File: src/rtl/if_stage.sv
`default_nettype none
// ============================================================================
// if_stage : instruction fetch with in-order imem requests, a DEPTH-entry
//            instruction buffer, and redirect/flush of in-flight beats.
// Rev 1.0
// ============================================================================
module if_stage #(
  parameter int               XLEN         = 32,
  parameter logic [XLEN-1:0]  RESET_VECTOR = '0,
  parameter int               DEPTH        = 4
) (
  input  logic            i_clk,
  input  logic            i_rstn,
  output logic            o_imem_req,
  output logic [XLEN-1:0] o_imem_addr,
  input  logic            i_imem_gnt,
  input  logic            i_imem_rvalid,
  input  logic [XLEN-1:0] i_imem_rdata,
  input  logic            i_redirect,
  input  logic [XLEN-1:0] i_redirect_pc,
  output logic            o_if_valid,
  output logic [XLEN-1:0] o_if_instr,
  output logic [XLEN-1:0] o_if_pc,
  input  logic            i_id_ready,
  output logic            o_misaligned
);

  localparam int c_cnt_w = $clog2(DEPTH + 1);
  localparam int c_ptr_w = $clog2(DEPTH);
  localparam int c_sum_w = c_cnt_w + 2;

  localparam logic [c_cnt_w-1:0] c_cnt_one  = c_cnt_w'(1);
  localparam logic [c_cnt_w-1:0] c_full     = c_cnt_w'(DEPTH);
  localparam logic [c_sum_w-1:0] c_depth    = c_sum_w'(DEPTH);
  localparam logic [c_ptr_w-1:0] c_ptr_one  = c_ptr_w'(1);
  localparam logic [c_ptr_w-1:0] c_ptr_last = c_ptr_w'(DEPTH - 1);
  localparam logic [XLEN-1:0]    c_step     = XLEN'(4);

  logic [XLEN-1:0]    fetch_pc_q, fetch_pc_d;
  logic [XLEN-1:0]    head_pc_q, head_pc_d;
  logic [c_cnt_w-1:0] outstanding_q, outstanding_d;
  logic [c_cnt_w-1:0] drop_cnt_q, drop_cnt_d;
  logic [c_cnt_w-1:0] count_q, count_d;
  logic [c_ptr_w-1:0] rd_ptr_q, rd_ptr_d;
  logic [c_ptr_w-1:0] wr_ptr_q, wr_ptr_d;
  logic [XLEN-1:0]    mem_q [DEPTH];

  logic               w_req;
  logic               w_gnt;
  logic               w_drop_beat;
  logic               w_push;
  logic               w_pop;
  logic [c_sum_w-1:0] w_used;
  logic [c_cnt_w:0]   w_flush_sum;
  logic [c_cnt_w:0]   w_flush_left;
  logic [XLEN-1:0]    w_redirect_pc;

  function automatic logic [c_ptr_w-1:0] ptr_inc(input logic [c_ptr_w-1:0] p);
    return (p == c_ptr_last) ? '0 : p + c_ptr_one;
  endfunction

  // Every fetch already granted or still to be dropped holds a buffer slot,
  // so a returning beat always finds room and the FIFO cannot overflow.
  always_comb begin
    w_used        = c_sum_w'(outstanding_q) + c_sum_w'(drop_cnt_q) + c_sum_w'(count_q);
    w_req         = i_rstn & ~i_redirect & (w_used < c_depth);
    w_gnt         = w_req & i_imem_gnt;
    w_drop_beat   = i_imem_rvalid & (drop_cnt_q != '0);
    w_pop         = (count_q != '0) & i_id_ready & ~i_redirect;
    w_push        = i_imem_rvalid & (drop_cnt_q == '0) & (outstanding_q != '0)
                  & ~i_redirect & ((count_q != c_full) | w_pop);
    w_redirect_pc = {i_redirect_pc[XLEN-1:2], 2'b00};
    w_flush_sum   = {1'b0, drop_cnt_q} + {1'b0, outstanding_q};
    w_flush_left  = (i_imem_rvalid && (w_flush_sum != '0)) ? w_flush_sum - 1'b1 : w_flush_sum;
  end

  always_comb begin
    fetch_pc_d    = fetch_pc_q;
    head_pc_d     = head_pc_q;
    outstanding_d = outstanding_q;
    drop_cnt_d    = drop_cnt_q;
    count_d       = count_q;
    rd_ptr_d      = rd_ptr_q;
    wr_ptr_d      = wr_ptr_q;
    if (i_redirect) begin
      // A beat arriving now belongs to the flushed stream and retires one drop.
      fetch_pc_d    = w_redirect_pc;
      head_pc_d     = w_redirect_pc;
      outstanding_d = '0;
      drop_cnt_d    = c_cnt_w'(w_flush_left);
      count_d       = '0;
      rd_ptr_d      = '0;
      wr_ptr_d      = '0;
    end else begin
      if (w_gnt) begin
        fetch_pc_d = fetch_pc_q + c_step;
      end
      if (w_pop) begin
        head_pc_d = head_pc_q + c_step;
        rd_ptr_d  = ptr_inc(rd_ptr_q);
      end
      if (w_push) begin
        wr_ptr_d = ptr_inc(wr_ptr_q);
      end
      if (w_drop_beat) begin
        drop_cnt_d = drop_cnt_q - c_cnt_one;
      end
      case ({w_gnt, w_push})
        2'b10:   outstanding_d = outstanding_q + c_cnt_one;
        2'b01:   outstanding_d = outstanding_q - c_cnt_one;
        default: outstanding_d = outstanding_q;
      endcase
      case ({w_push, w_pop})
        2'b10:   count_d = count_q + c_cnt_one;
        2'b01:   count_d = count_q - c_cnt_one;
        default: count_d = count_q;
      endcase
    end
  end

  always_ff @(posedge i_clk or negedge i_rstn) begin
    if (!i_rstn) begin
      fetch_pc_q    <= RESET_VECTOR;
      head_pc_q     <= RESET_VECTOR;
      outstanding_q <= '0;
      drop_cnt_q    <= '0;
      count_q       <= '0;
      rd_ptr_q      <= '0;
      wr_ptr_q      <= '0;
    end else begin
      fetch_pc_q    <= fetch_pc_d;
      head_pc_q     <= head_pc_d;
      outstanding_q <= outstanding_d;
      drop_cnt_q    <= drop_cnt_d;
      count_q       <= count_d;
      rd_ptr_q      <= rd_ptr_d;
      wr_ptr_q      <= wr_ptr_d;
    end
  end

  always_ff @(posedge i_clk) begin
    if (w_push) begin
      mem_q[wr_ptr_q] <= i_imem_rdata;
    end
  end

  assign o_imem_req   = w_req;
  assign o_imem_addr  = fetch_pc_q;
  assign o_if_valid   = (count_q != '0);
  assign o_if_instr   = mem_q[rd_ptr_q];
  assign o_if_pc      = head_pc_q;
  assign o_misaligned = i_rstn & i_redirect & (|i_redirect_pc[1:0]);

endmodule
`default_nettype wire

File: config.mk
export PLATFORM = sky130hd
export DESIGN_NAME = if_stage
export DESIGN_NICKNAME = d
export VERILOG_FILES = /design/src/rtl/if_stage.sv
export SDC_FILE = /design/constraint.sdc
export NUM_CORES = 1
export LEC_CHECK = 0
export BUFFER_PORTS_ARGS = -buffer_cell sky130_fd_sc_hd__buf_2
export CAP_MARGIN = 25
export CORE_ASPECT_RATIO = 1.2
export CORE_UTILIZATION = 30
export DETAILED_ROUTE_END_ITERATION = 10
export GPL_TIMING_DRIVEN = 1
export PLACE_DENSITY = 0.53
export SYNTH_ARGS = -nofsm -noshare
export SYNTH_HDL_FRONTEND = slang
export SYNTH_SLANG_ARGS = --single-unit
File: constraint.sdc
create_clock -name i_clk -period 7.2 [get_ports i_clk]
set_input_delay 0 -clock i_clk [delete_from_list [all_inputs] [get_ports i_clk]]
set_output_delay 0 -clock i_clk [all_outputs]
set_load 0.05 [all_outputs]
==> out/qor.json <==
{
  "run_status": {"value": "completed"},
  "die_height": {"value": 194, "unit": "microns"},
  "num_clock_sinks": {"value": 201},
  "worstSetupPathType": {"value": "reg2reg"},
  "timing.hold.worst_path_depth": {"value": 5},
  "number_of_drc_markers_after_the_initial_detailed_route_iteration": {"value": 302},
  "syn_inst": {"value": 661},
  "cp_num_cells": {"value": 9},
  "synthArstFlopShare": {"value": 36.3, "unit": "%"},
  "post_cts_resized": {"value": 0},
  "worst_r2r_startpoint": {"value": "count_q[1]"},
  "gate_family_responsible_for_the_most_delay_along_the_worst_path": {"value": "simple AND/OR/NAND/NOR gates"},
  "power.net_switching": {"value": 1.20, "unit": "mW"},
  "drt-total-wl": {"value": 23.3, "unit": "mm"},
  "placed_cell_area": {"value": 10500, "unit": "sq um"},
  "count_of_buffers_added_by_post_cts_timing_repair_for_setup": {"value": 0},
  "final_nets": {"value": 986},
  "avgRoutedWirePerCell": {"value": 17.8, "unit": "microns"},
  "finClkSkew": {"value": 0.0147, "unit": "ns"},
  "antenna_found_initial": {"value": 0},
  "cp_data_arrival_time": {"value": 4.02, "unit": "ns"},
  "fin_crit_sh": {"value": 50.2, "unit": "%"},
  "critPathMaxFanout": {"value": 13},
  "power.density": {"value": 291, "unit": "nW/um^2"},
  "hold_start": {"value": "i_imem_gnt"},
  "max_slew.worst_pin.slew": {"value": 0.895, "unit": "ns"},
  "layout.core_utilization": {"value": 39.0, "unit": "%"},
  "most_common_library_cell_in_the_layout_ignoring_fill_and_taps": {"value": "sky130_fd_sc_hd__buf_2"},
  "postLayoutCellArea": {"value": 11900, "unit": "sq um"},
  "synth_cell_type_count": {"value": 72},
  "cts-buffers-inserted": {"value": 22},
  "total_leakage_power": {"value": 4.43, "unit": "nW"},
  "clk_pin_slew": {"value": 0.07, "unit": "ns"},
  "yosysWarnings": {"value": 0},
  "rows": {"value": 70},
  "clockBufferDepth": {"value": 3},
  "antenna_cells_inserted": {"value": 0},
  "critPathRequiredTime": {"value": 7.61, "unit": "ns"},
  "ff2ff_setup_slack": {"value": 3.59, "unit": "ns"},
  "synth-seq-cells": {"value": 201},
  "firstDrtPassIters": {"value": 4},
  "design.portCount": {"value": 169},
  "path_buf_inv": {"value": 1},
  "areaGrowthSynthToFinish": {"value": 28.3, "unit": "%"},
  "route.vias.total": {"value": 6397},
  "tns": {"value": 0, "unit": "ns"},
  "share_seq_of_total_power": {"value": 39.6, "unit": "%"},
  "grt_usage": {"value": 14.9, "unit": "%"},
  "worstRegToRegCells": {"value": 9},
  "vdd_drop_max": {"value": 188, "unit": "uV"},
  "hpwlAfterDp": {"value": 15.5, "unit": "mm"},
  "count_of_flip_flops_with_a_built_in_enable_after_synthesis": {"value": 128},
  "coreArea": {"value": 30400, "unit": "sq um"},
  "die_area": {"value": 31500, "unit": "sq um"},
  "layout-drive-gt1-share": {"value": 29.6, "unit": "%"},
  "finalCriticalPeriod": {"value": 3.61, "unit": "ns"},
  "first_global_vias": {"value": 6579},
  "cp_slowest_stage_delay": {"value": 0.62, "unit": "ns"},
  "globalplace.congestion": {"value": 0.764},
  "critical_path.slowest_cell": {"value": "sky130_fd_sc_hd__or4_1"},
  "setup_viol": {"value": 0},
  "hold_path.class": {"value": "in2reg"},
  "hold_viol": {"value": 0},
  "power_frac_comb": {"value": 28.9, "unit": "%"},
  "fmax": {"value": 277, "unit": "MHz"},
  "post_synth_instance_area": {"value": 9250, "unit": "sq um"},
  "cap_viol_max_count": {"value": 0},
  "destination_of_the_worst_hold_path": {"value": "o_imem_addr[4]"},
  "slew-limit-headroom": {"value": 39.9, "unit": "%"},
  "ctsHtreeMaxLevel": {"value": 1},
  "clkLatencyLatePin": {"value": 0.51, "unit": "ns"},
  "cp_cell_sequence": {"value": "inv_1, fa_1, nor2b_1, fa_1, nor2b_1, o21a_1, nand2_1, or4_1, a31o_1"},
  "cts_tree": {"value": "yes"},
  "cts_hold_repair.buffers": {"value": 67},
  "die_x": {"value": 162, "unit": "microns"},
  "setup.worst_path.start_class": {"value": "flop"},
  "timing.critical_path.to_type": {"value": "flop"},
  "grt_pass1_wl": {"value": 36.8, "unit": "mm"},
  "avgSynthCellArea": {"value": 14.0, "unit": "sq um"},
  "end_of_the_worst_register_to_register_path": {"value": "o_imem_addr[19]"},
  "drt_drc_violations_left": {"value": 0},
  "synth_ff_type": {"value": "sky130_fd_sc_hd__edfxtp_1"},
  "drtAntennaViolNets": {"value": 0},
  "detail_route.vias_per_cell": {"value": 4.89},
  "final_cell_mix": {"value": "sky130_fd_sc_hd__buf_2, sky130_fd_sc_hd__edfxtp_1, sky130_fd_sc_hd__dfrtp_1"},
  "grt_remaining_overflow": {"value": 0},
  "p_int": {"value": 2.25, "unit": "mW"},
  "synth_seq_area_share": {"value": 61.3, "unit": "%"},
  "initial_core_util": {"value": 30.4, "unit": "%"},
  "cell_chosen_for_the_clock_root": {"value": "sky130_fd_sc_hd__clkbuf_16"},
  "power_switching_share": {"value": 34.8, "unit": "%"},
  "power.clock.fraction": {"value": 31.5, "unit": "%"},
  "slew_viol_final": {"value": 0},
  "grt_setup_unrepaired": {"value": "false"},
  "grt_max_degree": {"value": 73},
  "place.port_buffers": {"value": 164}
}
-- synthesized netlist by cell type (all sizes together), types with 3 or more instances --
cell type / number / share of area [%]
or3: 6 / 0.41
buf: 11 / 0.73
nor3b: 3 / 0.35
o311ai: 16 / 1.6
o211ai: 13 / 1.1
nand2: 54 / 2.2
nor2: 25 / 1.1
dfrtp: 73 / 20
ha: 13 / 1.8
a21boi: 3 / 0.41
inv: 23 / 0.93
and4: 5 / 0.47
o21ai: 34 / 1.8
fa: 6 / 1.3
nand3: 31 / 1.7
or4: 8 / 0.69
and2: 6 / 0.42
mux2i: 3 / 0.32
nor3: 17 / 1.6
nor2b: 8 / 0.54
o31ai: 7 / 0.62
xnor2: 22 / 2.1
nor4: 4 / 0.47
a211oi: 4 / 0.32
a31o: 3 / 0.28
xor2: 19 / 1.8
mux4: 32 / 7.8
a31oi: 5 / 0.34
edfxtp: 128 / 42
nand4: 12 / 1.0
clkbuf: 20 / 0.81
and3: 9 / 0.61
a21oi: 14 / 0.80
-- metrics by stage --
| stage | power (mW) | hold slack (ns) | instances | worst slack [ns] |
|---|---|---|---|---|
| 2_1_floorplan | 2.13 | -0.296 | 664 | 4.15 |
| 3_3_place_gp | 2.36 | 0.00510 | 1202 | 3.71 |
| 3_5_place_dp | 2.37 | 0.00467 | 1202 | 3.64 |
| 4_1_cts | 3.50 | 0.0644 | 1308 | 3.60 |
| 5_1_grt | 3.63 | 0.150 | 1308 | 3.32 |
| 6_report | 3.45 | 0.0814 | 1308 | 3.59 |
-- final cells by class --
type                       count  area (sq um)
inverter                      23          86.3
timing repair buffer         240          1560
sequential                   201          5670
clock inverter                15           130
tap                          396           495
clock buffer                  24           558
multi-input combinational    409          3360
fill                        2890         18500
-- metal layers --
| metal | wire length, microns | share of wire (%) | up-vias | GRT usage [%] |
|---|---|---|---|---|
| met3 | 1440 | 6.2 | 43 | 3.16 |
| met2 | 11100 | 48 | 177 | 24.9 |
| li1 | - | - | 3002 | - |
| met5 | 0 | 0 | - | 0 |
| met4 | 604 | 2.6 | 0 | 4.54 |
| met1 | 10200 | 44 | 3175 | 19.1 |
-- cell families after synthesis --
family	count (synthesis)	synth area share (%)
other	1	0.0405
buffers and inverters	54	2.48
adder cells (fa/ha/maj)	19	3.06
XOR/XNOR	41	3.88
AO/OA/AOI/OAI	112	8.55
multiplexers	37	8.36
AND/OR/NAND/NOR	196	12.3
flip-flops	201	61.3
-- power groups by stage --
stage / clock, mW / sequential (mW) / combinational [mW]
after floorplan: 0 / 1.50 / 0.632
after global placement: 0 / 1.39 / 0.974
after detailed placement: 0 / 1.39 / 0.978
after CTS: 1.12 / 1.37 / 1.01
after global routing: 1.16 / 1.38 / 1.09
final: 1.09 / 1.37 / 0.998
-- worst min-delay path: stages --
cell and delay, ns:
sky130_fd_sc_hd__buf_2 0.11, sky130_fd_sc_hd__a21boi_4 0.16, sky130_fd_sc_hd__nand3_1 0.10, sky130_fd_sc_hd__xor2_1 0.06
sky130_fd_sc_hd__o21ai_0 0.13
-- how the worst max path moves through the flow --
stage	from	to
5_1_grt	count_q[1]	o_imem_addr[21]
3_5_place_dp	count_q[1]	o_imem_addr[19]
4_1_cts	count_q[1]	o_imem_addr[19]
2_1_floorplan	count_q[1]	o_imem_req
6_report	count_q[1]	o_imem_addr[19]
3_3_place_gp	count_q[1]	o_imem_addr[19]
-- sequential cells by signal, summed over array words and instances (netlist names) --
signal and count:
o_imem_addr 30, drop_cnt_q 3, outstanding_q 3, mem_q 128
rd_ptr_q 2, o_if_pc 30, wr_ptr_q 2, count_q 3
Note: power is estimated with default switching activity, not from simulation.
